<file path="config.mk">
export PLATFORM = sky130hd
export DESIGN_NAME = serial_reversible_adder
export DESIGN_NICKNAME = d
export VERILOG_FILES = /design/src/rtl/serial_reversible_adder_pkg.sv /design/src/rtl/feynman_gate.sv /design/src/rtl/peres_gate.sv /design/src/rtl/rev_full_adder_cell.sv /design/src/rtl/serial_reversible_adder.sv
export SDC_FILE = /design/constraint.sdc
export NUM_CORES = 1
export LEC_CHECK = 0
export BUFFER_PORTS_ARGS = -buffer_cell sky130_fd_sc_hd__buf_4
export CAP_MARGIN = 0
export CORE_UTILIZATION = 47
export CTS_CLUSTER_DIAMETER = 80
export DETAILED_ROUTE_END_ITERATION = 12
export HOLD_SLACK_MARGIN = 0.12
export PLACE_DENSITY_LB_ADDON = 0.2
export SYNTH_ARGS = -nofsm -noshare
export SYNTH_HDL_FRONTEND = slang
export SYNTH_HIERARCHICAL = 1
export SYNTH_SLANG_ARGS = --single-unit
</file>
<file path="constraint.sdc">
create_clock -name clk -period 2.2 [get_ports clk]
set_input_delay 0.22 -clock clk [delete_from_list [all_inputs] [get_ports clk]]
set_output_delay 0.22 -clock clk [all_outputs]
set_load 0.1 [all_outputs]
</file>
<file path="src/rtl/serial_reversible_adder_pkg.sv">
// Shared state encodings and result-flag helper for the bit-serial reversible adder.
// The flag rule is common with the serial subtractor so both produce identical flags.
package serial_reversible_adder_pkg;

  typedef enum logic [1:0] {
    ST_IDLE = 2'd0,
    ST_RUN  = 2'd1,
    ST_DONE = 2'd2
  } state_t;

  typedef struct packed {
    logic zero;
    logic parity;
    logic sign;
    logic overflow;
  } flags_t;

  // Overflow: operands agree in sign but the result sign differs from them.
  function automatic flags_t calc_flags(
    input logic sum_is_zero,
    input logic sum_parity,
    input logic sum_msb,
    input logic a_msb,
    input logic b_msb
  );
    flags_t f;
    f.zero     = sum_is_zero;
    f.parity   = sum_parity;
    f.sign     = sum_msb;
    f.overflow = (a_msb == b_msb) && (sum_msb != a_msb);
    return f;
  endfunction

endpackage

</file>
<file path="src/rtl/feynman_gate.sv">
// Feynman (controlled-NOT) reversible gate: p = a, q = a ^ b.
module feynman_gate (
  input  logic a,
  input  logic b,
  output logic p,
  output logic q
);

  assign p = a;
  assign q = a ^ b;

endmodule

</file>
<file path="src/rtl/peres_gate.sv">
// Peres reversible gate: p = a, q = a ^ b, r = (a & b) ^ c.
module peres_gate (
  input  logic a,
  input  logic b,
  input  logic c,
  output logic p,
  output logic q,
  output logic r
);

  assign p = a;
  assign q = a ^ b;
  assign r = (a & b) ^ c;

endmodule

</file>
<file path="src/rtl/rev_full_adder_cell.sv">
// Combinational full adder made of two Peres gates and one Feynman gate.
module rev_full_adder_cell (
  input  logic a,
  input  logic b,
  input  logic cin,
  output logic s,
  output logic cout
);

  logic q1, r1, r2;
  logic unused_p0, unused_p1, unused_p2;

  peres_gate u_pg_half0 (
    .a(a), .b(b), .c(1'b0),
    .p(unused_p0), .q(q1), .r(r1)
  );

  peres_gate u_pg_half1 (
    .a(q1), .b(cin), .c(1'b0),
    .p(unused_p1), .q(s), .r(r2)
  );

  // r1 and r2 are never both 1, so XOR combines the two partial carries.
  feynman_gate u_fg_carry (
    .a(r1), .b(r2),
    .p(unused_p2), .q(cout)
  );

endmodule

</file>
<file path="src/rtl/serial_reversible_adder.sv">
// Bit-serial adder: one reversible full-adder cell, LSB first, with valid/ready handshakes.
// Result and flags register on the last bit and hold until the consumer accepts them.
module serial_reversible_adder
  import serial_reversible_adder_pkg::*;
#(
  parameter int WIDTH     = 4,
  parameter int OUT_WIDTH = 8
) (
  input  logic                 clk,
  input  logic                 rst_n,
  input  logic                 in_valid,
  output logic                 in_ready,
  input  logic [WIDTH-1:0]     a,
  input  logic [WIDTH-1:0]     b,
  input  logic                 cin,
  output logic                 out_valid,
  input  logic                 out_ready,
  output logic [OUT_WIDTH-1:0] out,
  output logic                 carry,
  output logic                 zero,
  output logic                 parity,
  output logic                 sign,
  output logic                 overflow
);

  localparam int IDX_W = $clog2(WIDTH);

  state_t               state_reg, state_next;
  logic [WIDTH-1:0]     a_reg, b_reg, sum_reg, sum_next;
  logic                 carry_reg;
  logic [IDX_W-1:0]     bit_idx_reg;
  logic [OUT_WIDTH-1:0] out_reg;
  logic                 carry_out_reg;
  flags_t               flags_reg, flags_next;
  logic                 cell_s, cell_cout;
  logic                 last_bit;

  // Operands shift right, so bit 0 is always the bit at position bit_idx.
  rev_full_adder_cell u_cell (
    .a   (a_reg[0]),
    .b   (b_reg[0]),
    .cin (carry_reg),
    .s   (cell_s),
    .cout(cell_cout)
  );

  always_comb begin
    state_next = state_reg;
    in_ready   = rst_n && (state_reg == ST_IDLE);
    out_valid  = (state_reg == ST_DONE);
    last_bit   = (bit_idx_reg == IDX_W'(WIDTH - 1));
    // Sum enters at the MSB; after WIDTH shifts bit 0 sits at position 0.
    sum_next   = {cell_s, sum_reg[WIDTH-1:1]};
    // On the last bit a_reg[0]/b_reg[0] are the operand sign bits.
    flags_next = calc_flags(sum_next == '0, ^sum_next, sum_next[WIDTH-1],
                            a_reg[0], b_reg[0]);
    case (state_reg)
      ST_IDLE: if (in_valid) state_next = ST_RUN;
      ST_RUN:  if (last_bit) state_next = ST_DONE;
      ST_DONE: if (out_ready) state_next = ST_IDLE;
      default: state_next = ST_IDLE;
    endcase
  end

  always_ff @(posedge clk or negedge rst_n) begin
    if (!rst_n) state_reg <= ST_IDLE;
    else        state_reg <= state_next;
  end

  always_ff @(posedge clk or negedge rst_n) begin
    if (!rst_n) begin
      a_reg         <= '0;
      b_reg         <= '0;
      sum_reg       <= '0;
      carry_reg     <= 1'b0;
      bit_idx_reg   <= '0;
      out_reg       <= '0;
      carry_out_reg <= 1'b0;
      flags_reg     <= '0;
    end else begin
      case (state_reg)
        ST_IDLE: begin
          if (in_valid) begin
            a_reg       <= a;
            b_reg       <= b;
            carry_reg   <= cin;
            sum_reg     <= '0;
            bit_idx_reg <= '0;
          end
        end
        ST_RUN: begin
          a_reg       <= a_reg >> 1;
          b_reg       <= b_reg >> 1;
          carry_reg   <= cell_cout;
          sum_reg     <= sum_next;
          bit_idx_reg <= bit_idx_reg + IDX_W'(1);
          if (last_bit) begin
            out_reg       <= OUT_WIDTH'(sum_next);
            carry_out_reg <= cell_cout;
            flags_reg     <= flags_next;
          end
        end
        default: ;
      endcase
    end
  end

  assign out      = out_reg;
  assign carry    = carry_out_reg;
  assign zero     = flags_reg.zero;
  assign parity   = flags_reg.parity;
  assign sign     = flags_reg.sign;
  assign overflow = flags_reg.overflow;

endmodule
</file>
==> summary.md <==
| Metric | Value |
|---|---|
| Crit path top cell by count | `buf_4` |
| Relative slew slack | `0.616` |
| Starting Density | `0.508` |
| H-tree depth | `1` |
| Total GRT Usage | `0.177` |
| Die height | `51.4 µm` |
| Setup Crit Path Kind | `primary input to primary output` |
| Multi-input gate area | `472 µm²` |
| CP Cell Sequence | `dlygate4sd3_1, buf_4, and2_1, buf_4` |
| Number of port buffers | `23` |
| Final net count | `154` |
| Required time of the critical path | `1980 ps` |
| Area of placed instances | `1310 µm²` |
| Non-filler cells in the finished layout | `162` |
| Setup violators final | `0` |
| CTS Root Cell | `clkbuf_4` |
| CTS Buffer Depth | `2` |
| DRT Wirelength | `2.02 mm` |
| Crit path max-delay family | `buffers and inverters` |
| Clk slew on worst S/H paths | `130 ps` |
| Levels on crit path | `4` |
| Final hold vios | `0` |
| Synthesized area | `1150 µm²` |
| Final worst path period share | `0.787` |
| Grt ovf | `0` |
| Antenna fix cells | `0` |
| Number of global-route vias before repair | `783` |
| Antenna violations before repair | `0` |
| Syn Inst Count | `112` |
| CTS tree | `done` |
| RSZ-0062 raised after global routing | `false` |
| Detailed-route via count | `836` |
| CP arrival | `1510 ps` |
| Worst Max-Slew Pin Slew | `575 ps` |
| First-pass GRT wire length | `3.37 mm` |
| Clk_skew | `7.57 ps` |
| CP max-delay cell | `dlygate4sd3_1` |
| Post_cts resized | `0` |
| Hold Crit Class | `primary input to flip-flop` |
| Fillers | `210` |
| Fin crit period | `1730 ps` |
| Status | `complete, no violations` |
| Yosys Warn Count | `6` |
| Reg2reg path depth | `6` |
| Die ar. | `2640 µm²` |
| Drt initial violations | `9` |
| Slowest cell delay on critical path | `520 ps` |
| Die W | `51.4 µm` |
| Final instance area | `1350 µm²` |
| Max Cap Viol | `0` |
| Wire per inst | `12.4 µm` |
| Total CTS buffers | `3` |
| Hold WS | `145 ps` |
| Register area | `601 µm²` |
| Setup TNS | `0 ps` |
| Cells after DPL | `157` |
| Max frequency | `578 MHz` |
| RePlAce Congestion | `0.786` |
| Remaining DRCs | `0` |
| Detailed placement HPWL | `1.48 mm` |
| Later-pin clock latency in the skew report | `310 ps` |
| Post-CTS Setup Repair Bufs | `0` |
| Hold Path Depth | `2` |
| Cell Rows | `17` |
| Slew Limit Fails | `0` |
| Crit. End Element | `primary output` |
| WP buf/inv | `3` |
| Vias per Instance | `5.16` |
| Share of layout cells above drive strength 1 | `0.216` |
| P&R area growth vs syn | `17.7%` |
| Worst Path Max Fanout | `25` |
| Clock Sinks | `24` |
| Pin count of the biggest net entering global routing | `26` |
| Core Footprint | `2250 µm²` |
| CP Launch Type | `primary input` |
| I/O pin count | `28` |
| Pre-Repair DR Iteration Count | `4` |
| Post-route ant nets | `0` |
| Syn avg cell area | `10.2 µm²` |
[worst reg2reg max path: cells and delay by family (launching register included)]
kind                     cells  cell delay [ps]
buffers and inverters        1               70
flip-flops                   1              420
adder cells (fa/ha/maj)      3              920
XOR/XNOR                     1              130
AO/OA/AOI/OAI                1               70
[placed cells by master (no fill, tap or decap), types with 2 or more instances in the layout]
cell type      count
a22o_1             4
nor2_1             3
ha_1               5
xor2_1             3
dfrtp_1           24
o21ai_0            2
a21oi_1            2
nand2_1           17
a22oi_1            7
o21ai_1           14
conb_1             6
clkbuf_4           3
dlygate4sd3_1      2
inv_1              7
buf_4             23
[metrics by stage]
step / util / setup WS [ps]
6_report: 0.598 / 469
5_1_grt: 0.598 / 340
4_1_cts: 0.598 / 443
3_5_place_dp: 0.579 / 475
3_3_place_gp: 0.579 / 522
2_1_floorplan: - / 527
[final timing paths]
path | start | endpoint | slack (ps)
min in group asynchronous | rst_n | parity | 320
worst max register to register | a_reg[0] | parity | 480
worst min register to register | overflow | overflow | 510
worst min-delay path | b[3] | b_reg[3] | 150
worst max-delay path | rst_n | in_ready | 470
max in group asynchronous | rst_n | a_reg[0] | 1640
[cell type report]
| type | instances | area share |
|---|---|---|
| timing repair buffer | 25 | 0.143 |
| clock buffer | 3 | 0.0167 |
| multi-input combinational | 75 | 0.350 |
| inverter | 7 | 0.0195 |
| tap | 28 | 0.0260 |
| sequential | 24 | 0.445 |
[per-layer routing]
| metal | up-vias | GRT usage | part of all wire |
|---|---|---|---|
| met5 | - | 0 | 0 |
| met4 | 0 | 0.0270 | 0.0064 |
| met3 | 2 | 0.0625 | 0.039 |
| met2 | 19 | 0.303 | 0.48 |
| met1 | 402 | 0.216 | 0.47 |
| li1 | 413 | - | - |
[repair_timing]
item / in CTS / in global routing
hold buffers: 2 / 0
endpoints found under the hold margin: 25 / 0
setup endpoints to repair: 0 / 0
Power is left out: the tool's default activity adds up to more than one toggle a clock period on the data nets, which glitch-free logic cannot reach.
